**config.mk**
```make
export PLATFORM = sky130hd
export DESIGN_NAME = recall_flat
export DESIGN_NICKNAME = d
export VERILOG_FILES = /design/src/rtl/recall_if.sv /design/src/rtl/recall.sv /design/src/flat_wrapper.sv
export SDC_FILE = /design/constraint.sdc
export NUM_CORES = 1
export LEC_CHECK = 0
export CORE_MARGIN = 1.5
export CORE_UTILIZATION = 50
export DETAILED_ROUTE_END_ITERATION = 7
export PLACE_DENSITY = 0.84
export SYNTH_ARGS = -nofsm -noshare
export SYNTH_HDL_FRONTEND = slang
export SYNTH_SLANG_ARGS = --single-unit
export TNS_END_PERCENT = 100
```
**constraint.sdc**
```tcl
create_clock -name clock -period 3.9 [get_ports clock]
set_clock_uncertainty 0.2 [all_clocks]
set_input_delay 0.78 -clock clock [delete_from_list [all_inputs] [get_ports clock]]
set_output_delay 0.78 -clock clock [all_outputs]
set_load 0.005 [all_outputs]
```
**src/rtl/recall_if.sv**
```systemverilog
// recall_if: groups the signals of the recall block.
//   Command side : recall, count (in), busy, done (out)
//   Memory port  : r_en, r_addr (out), r_ready, r_data (in)
//   Output stream: out_valid, out_data (out), out_ready (in)
// Modports:
//   master - the recall block itself (drives requests and the output stream)
//   slave  - its environment (command source, word memory, playback sink)
interface recall_if #(
  parameter int WORD_SIZE    = 8,
  parameter int ADDRESS_SIZE = 4
);
  logic                    recall;
  logic [ADDRESS_SIZE:0]   count;
  logic                    r_ready;
  logic [WORD_SIZE-1:0]    r_data;
  logic                    out_ready;
  logic                    r_en;
  logic [ADDRESS_SIZE-1:0] r_addr;
  logic                    out_valid;
  logic [WORD_SIZE-1:0]    out_data;
  logic                    busy;
  logic                    done;

  modport master (
    input  recall, count, r_ready, r_data, out_ready,
    output r_en, r_addr, out_valid, out_data, busy, done
  );

  modport slave (
    output recall, count, r_ready, r_data, out_ready,
    input  r_en, r_addr, out_valid, out_data, busy, done
  );
endinterface

```
**src/rtl/recall.sv**
```systemverilog
// recall: reads a block of words from the shared word memory, starting at
// address 0 and counting upward, and streams them to the playback/compare
// logic. Each word is fetched with a request/ready read handshake and then
// offered downstream with a valid/ready handshake; done pulses for one cycle
// when the block is complete.
// Ports:
//   clock - system clock, all state on the rising edge
//   reset - asynchronous, active-low reset
//   bus   - recall_if.master: recall/count/busy/done command signals,
//           r_en/r_addr/r_ready/r_data memory read port,
//           out_valid/out_data/out_ready output stream
// All outputs are registered.
module recall #(
  parameter int WORD_SIZE    = 8,
  parameter int ADDRESS_SIZE = 4,
  parameter int MEMORY_QTY   = 16
) (
  input  logic     clock,
  input  logic     reset,
  recall_if.master bus
);

  localparam int CW = ADDRESS_SIZE + 1;

  typedef enum logic [1:0] {IDLE, READ, OUTPUT, DONE} state_t;

  state_t                  state, state_nxt;
  logic [CW-1:0]           len, len_nxt;
  logic [CW-1:0]           index, index_nxt;
  logic                    r_en_q, r_en_nxt;
  logic [ADDRESS_SIZE-1:0] r_addr_q, r_addr_nxt;
  logic                    out_valid_q, out_valid_nxt;
  logic [WORD_SIZE-1:0]    out_data_q, out_data_nxt;
  logic                    busy_q, busy_nxt;
  logic                    done_q, done_nxt;

  // Clamping the block length to the memory size keeps r_addr in range
  // without needing any wrap logic.
  function automatic logic [CW-1:0] clamp_len(input logic [CW-1:0] c);
    return (c > CW'(MEMORY_QTY)) ? CW'(MEMORY_QTY) : c;
  endfunction

  function automatic logic is_last(input logic [CW-1:0] idx,
                                   input logic [CW-1:0] n);
    return idx == (n - CW'(1));
  endfunction

  // State register
  always_ff @(posedge clock or negedge reset) begin
    if (!reset) begin
      state <= IDLE;
    end else begin
      state <= state_nxt;
    end
  end

  // Next-state logic
  always_comb begin
    state_nxt = state;
    case (state)
      IDLE: begin
        // A zero-length recall skips memory entirely and just reports done.
        if (bus.recall) state_nxt = (bus.count != '0) ? READ : DONE;
      end
      READ: begin
        if (r_en_q && bus.r_ready) state_nxt = OUTPUT;
      end
      OUTPUT: begin
        if (out_valid_q && bus.out_ready)
          state_nxt = is_last(index, len) ? DONE : READ;
      end
      DONE: begin
        state_nxt = IDLE;
      end
      default: begin
        state_nxt = IDLE;
      end
    endcase
  end

  // Output logic: next values of the registered outputs and block counters
  always_comb begin
    len_nxt       = len;
    index_nxt     = index;
    r_en_nxt      = r_en_q;
    r_addr_nxt    = r_addr_q;
    out_valid_nxt = out_valid_q;
    out_data_nxt  = out_data_q;
    busy_nxt      = busy_q;
    done_nxt      = 1'b0;
    case (state)
      IDLE: begin
        if (bus.recall) begin
          if (bus.count != '0) begin
            len_nxt    = clamp_len(bus.count);
            index_nxt  = '0;
            r_addr_nxt = '0;
            r_en_nxt   = 1'b1;
            busy_nxt   = 1'b1;
          end else begin
            done_nxt = 1'b1;
          end
        end
      end
      READ: begin
        // Request and address stay put until the memory acknowledges.
        if (r_en_q && bus.r_ready) begin
          out_data_nxt  = bus.r_data;
          out_valid_nxt = 1'b1;
          r_en_nxt      = 1'b0;
        end
      end
      OUTPUT: begin
        if (out_valid_q && bus.out_ready) begin
          out_valid_nxt = 1'b0;
          if (is_last(index, len)) begin
            busy_nxt = 1'b0;
            done_nxt = 1'b1;
          end else begin
            index_nxt  = index + CW'(1);
            r_addr_nxt = r_addr_q + ADDRESS_SIZE'(1);
            r_en_nxt   = 1'b1;
          end
        end
      end
      default: begin
      end
    endcase
  end

  // Output and counter registers
  always_ff @(posedge clock or negedge reset) begin
    if (!reset) begin
      len         <= '0;
      index       <= '0;
      r_en_q      <= 1'b0;
      r_addr_q    <= '0;
      out_valid_q <= 1'b0;
      out_data_q  <= '0;
      busy_q      <= 1'b0;
      done_q      <= 1'b0;
    end else begin
      len         <= len_nxt;
      index       <= index_nxt;
      r_en_q      <= r_en_nxt;
      r_addr_q    <= r_addr_nxt;
      out_valid_q <= out_valid_nxt;
      out_data_q  <= out_data_nxt;
      busy_q      <= busy_nxt;
      done_q      <= done_nxt;
    end
  end

  assign bus.r_en      = r_en_q;
  assign bus.r_addr    = r_addr_q;
  assign bus.out_valid = out_valid_q;
  assign bus.out_data  = out_data_q;
  assign bus.busy      = busy_q;
  assign bus.done      = done_q;

endmodule
```
**src/flat_wrapper.sv**
```systemverilog
// flat-port wrapper written by rule: the top's interface ports become plain ports
module recall_flat 
#(
  parameter int WORD_SIZE    = 8,
  parameter int ADDRESS_SIZE = 4,
  parameter int MEMORY_QTY   = 16
)
  (clock, reset, bus_recall, bus_count, bus_r_ready, bus_r_data, bus_out_ready, bus_r_en, bus_r_addr, bus_out_valid, bus_out_data, bus_busy, bus_done);
  recall_if #(.WORD_SIZE(WORD_SIZE), .ADDRESS_SIZE(ADDRESS_SIZE)) bus_i ();
  input  logic clock;
  input  logic reset;
  input wire logic [$bits(bus_i.recall)-1:0] bus_recall;
  input wire logic [$bits(bus_i.count)-1:0] bus_count;
  input wire logic [$bits(bus_i.r_ready)-1:0] bus_r_ready;
  input wire logic [$bits(bus_i.r_data)-1:0] bus_r_data;
  input wire logic [$bits(bus_i.out_ready)-1:0] bus_out_ready;
  output wire logic [$bits(bus_i.r_en)-1:0] bus_r_en;
  output wire logic [$bits(bus_i.r_addr)-1:0] bus_r_addr;
  output wire logic [$bits(bus_i.out_valid)-1:0] bus_out_valid;
  output wire logic [$bits(bus_i.out_data)-1:0] bus_out_data;
  output wire logic [$bits(bus_i.busy)-1:0] bus_busy;
  output wire logic [$bits(bus_i.done)-1:0] bus_done;
  assign bus_i.recall = bus_recall;
  assign bus_i.count = bus_count;
  assign bus_i.r_ready = bus_r_ready;
  assign bus_i.r_data = bus_r_data;
  assign bus_i.out_ready = bus_out_ready;
  assign bus_r_en = bus_i.r_en;
  assign bus_r_addr = bus_i.r_addr;
  assign bus_out_valid = bus_i.out_valid;
  assign bus_out_data = bus_i.out_data;
  assign bus_busy = bus_i.busy;
  assign bus_done = bus_i.done;
  recall #(.WORD_SIZE(WORD_SIZE), .ADDRESS_SIZE(ADDRESS_SIZE), .MEMORY_QTY(MEMORY_QTY)) u_core (.clock(clock), .reset(reset), .bus(bus_i));
endmodule
```
==> summary.md <==
| Metric | Value |
|---|---|
| First-pass GRT wire length | `5490 um` |
| Syn Nets | `~160` |
| Final number of setup-violating endpoints | `0` |
| FMAX | `0.360 GHz` |
| Final Hold Fails | `0` |
| Arr. time, crit path | `2.82 ns` |
| Cts bufs inserted | `3` |
| Post-cts resize count | `0` |
| WP data required | `between 3 and 4 ns` |
| Clk Latency, worst-skew pair | `about 0.34 ns` |
| Drt first pass iters | `6` |
| Placement-stage cell area | `0.00184 mm2` |
| CP Launch Type | `register` |
| YS warnings | `0` |
| Post-CTS setup buffers | `0` |
| Initial core utilization | `53.7%` |
| CTS max path bufs | `2` |
| Setup slack at placement | `0.841 ns` |
| DRT Wirelength | `3200 um` |
| Hold slack | `0.326 ns` |
| Register area share after synthesis | `46.1%` |
| Fin nets | `192` |
| Crit. End Element | `register` |
| RePlAce Congestion | `0.760` |
| Per-cell routed wire length | `~16 um` |
| Reported max-cap violation count | `0` |
| GRT overflow | `0` |
| Top_reg_cell synth | `dfrtp_1` |
| Slew Limit Fails | `0` |
| PD cells | `between 600 and 700 mW/mm2` |
| Post-DP HPWL | `2410 um` |
| Worst path bufs/invs | `1` |
| Cts hold-fix bufs | `0` |
| CP Max Fanout | `17` |
| Register bit total from synthesis | `28` |
| Area growth syn-to-layout | `22.6%` |
| Initial DRC count | `55` |
| Ys async rst share | `100%` |
| Worst hold path class | `register to register` |
| Remaining DRCs | `0` |
| Slew margin rel. | `53.3%` |
| Fin crit period | `2.78 ns` |
| Total Routing Usage GR | `between 20% and 30%` |
| Site Rows | `19` |
| Placed Cells incl. Taps | `197` |
| Post-Layout Cell Count | `200` |
| Crit-path leading delay family | `compound AO/OA/AOI/OAI gates` |
| RSZ-0062 raised after global routing | `false` |
| CP Cell Sequence | `inv_1 > ha_1 > nor2b_1 > or3_4 > a311oi_4 > o21ai_0 > a311o_1` |
| Fillers | `220` |
| Top-level I/O count | `34` |
| Synth cell types | `46` |
| Lkg Pwr | `0.768 nW` |
| Register area | `701 um2` |
| Slowest stage delay, CP | `0.67 ns` |
| Initial antenna violation count | `0` |
| IO Port Bufs | `33` |
| Status | `finished clean` |
| Die Span X | `58.1 um` |
| # diodes | `0` |
| TritonCTS Sinks | `28` |
| Core Region | `0.00283 mm2` |
| CP max stage cell | `a311oi_4` |
| CTS tree | `yes` |
| Least-Margin Pin Slew | `~0.7 ns` |
| Maximum VDD drop | `0.353 mV` |
| Die ar. | `0.00338 mm2` |
| Layout cells sized above 1 | `14.8%` |
| Syn Inst Count | `roughly 140` |
| ANT nets after route | `0` |
| Final setup margin | `approximately 1.1 ns` |
| H-tree Lvls | `1` |
| Pin count of the biggest net entering global routing | `29` |
| Area of the multi-input gates | `757 um2` |
| Post-layout instance area | `0.00186 mm2` |
| Critical path class | `register to register` |
| Die Ht | `58.1 um` |
| Clk root buf | `clkbuf_4` |
| Synthesized area | `0.00152 mm2` |
| Vias post-DR | `1208` |
| Final worst-path cycle share | `71.2%` |
| Most common cell after layout, fill and taps aside | `clkdlybuf4s50_1` |
| Total negative slack | `0 ns` |
| Vias in the first global route | `1192` |
| Clk slew on worst S/H paths | `0.15 ns` |
| Post-Syn Area per Cell | `11.0 um2` |
| Most frequent cells in the layout | `33 x clkdlybuf4s50_1, 28 x dfrtp_1, 13 x nand2_1` |
| Via-to-Cell Ratio | `6.04` |
| Post-synth EDFFs | `0` |
==> path summary, 6_finish.rpt <==
kind	start	endpoint	slack (ns)	cells after the start
max in group asynchronous	reset	u_core.state[0]$_DFFE_PN0P_	2.64	2
setup / recovery	u_core.len[0]$_DFFE_PN0P_	u_core.bus.r_addr[2]$_DFFE_PN0P_	1.12	7
setup reg to reg	u_core.len[0]$_DFFE_PN0P_	u_core.bus.r_addr[2]$_DFFE_PN0P_	1.12	7
hold reg to reg	u_core.bus.out_data[2]$_DFFE_PN0P_	u_core.bus.out_data[2]$_DFFE_PN0P_	0.33	1
min in group asynchronous	reset	u_core.len[2]$_DFFE_PN0P_	0.59	2
hold / removal	u_core.bus.out_data[2]$_DFFE_PN0P_	u_core.bus.out_data[2]$_DFFE_PN0P_	0.33	1
==> per-layer routing <==
metal  track usage, %  vias up  share of wire, %
met4             7.97        0               1.1
met1             27.7      594                43
met5                0        -                 0
li1                 -      573                 -
met3             4.46        3               5.8
met2             34.6       38                50
==> logic make-up after synthesis <==
family          Yosys count  synth area share [%]
compound gates           28                  15.0
xor+xnor                  5                  2.88
fa+ha+maj                 3                  2.47
buf+inv                   8                  4.12
flops                    28                  46.1
mux                      10                  7.24
simple gates             56                  22.2
==> worst register-to-register path: stages, from the launching register on <==
cell and delay, ns:
dfrtp_1 0.42, inv_1 0.07, ha_1 0.23, nor2b_1 0.14, or3_4 0.38, a311oi_4 0.67
o21ai_0 0.22, a311o_1 0.36
==> flip-flops by register name, indices dropped and copies added (netlist names) <==
name                  count
u_core.bus.out_data       8
u_core.index              5
u_core.len                5
u_core.bus.r_addr         4
u_core.state              2
u_core.bus.busy           1
u_core.bus.done           1
u_core.bus.out_valid      1
u_core.bus.r_en           1
==> cells in the mapped netlist (2+ instances only) <==
library cell | n | area share (%)
a311o_1 | 2 | 1.3
clkbuf_1 | 2 | 0.49
o21ai_1 | 2 | 0.66
nand3_1 | 10 | 3.3
or4_1 | 2 | 0.99
and3_1 | 2 | 0.82
mux2i_1 | 2 | 1.3
inv_1 | 2 | 0.49
buf_6 | 3 | 2.2
nand2_1 | 13 | 3.2
xor2_1 | 2 | 1.2
ha_1 | 3 | 2.5
nor3b_1 | 2 | 0.99
o21ai_0 | 7 | 2.3
xnor2_1 | 3 | 1.7
a311o_2 | 2 | 1.5
a21oi_1 | 2 | 0.66
nor2_1 | 5 | 1.2
nor2b_1 | 3 | 1.2
a21o_1 | 2 | 0.99
nand4b_1 | 3 | 1.7
nand3b_1 | 4 | 2.0
mux2_2 | 8 | 5.9
a22o_1 | 3 | 1.7
dfrtp_1 | 28 | 46
==> per-stage QoR <==
step / power [mW] / util (%)
after floorplan: 0.934 / -
after global placement: 1.12 / 65.1
after detailed placement: 1.16 / 65.1
after CTS: 1.29 / 65.9
after global routing: 1.38 / 65.9
final: 1.28 / 65.9
==> power by group <==
group / internal, mW / total, mW / switching [mW]
registers: 0.407 / 0.530 / 0.123
clock network: 0.0365 / 0.123 / 0.0866
logic: 0.356 / 0.626 / 0.270
==> area by class of cell <==
type	instances	share of cell area (%)
tap	31	2.08
clock buffer	3	1.21
sequential	28	37.6
timing repair buffer	34	18.1
multi-input combinational	102	40.6
inverter	2	0.403
No activity file was read; power rests on OpenSTA's default activity.
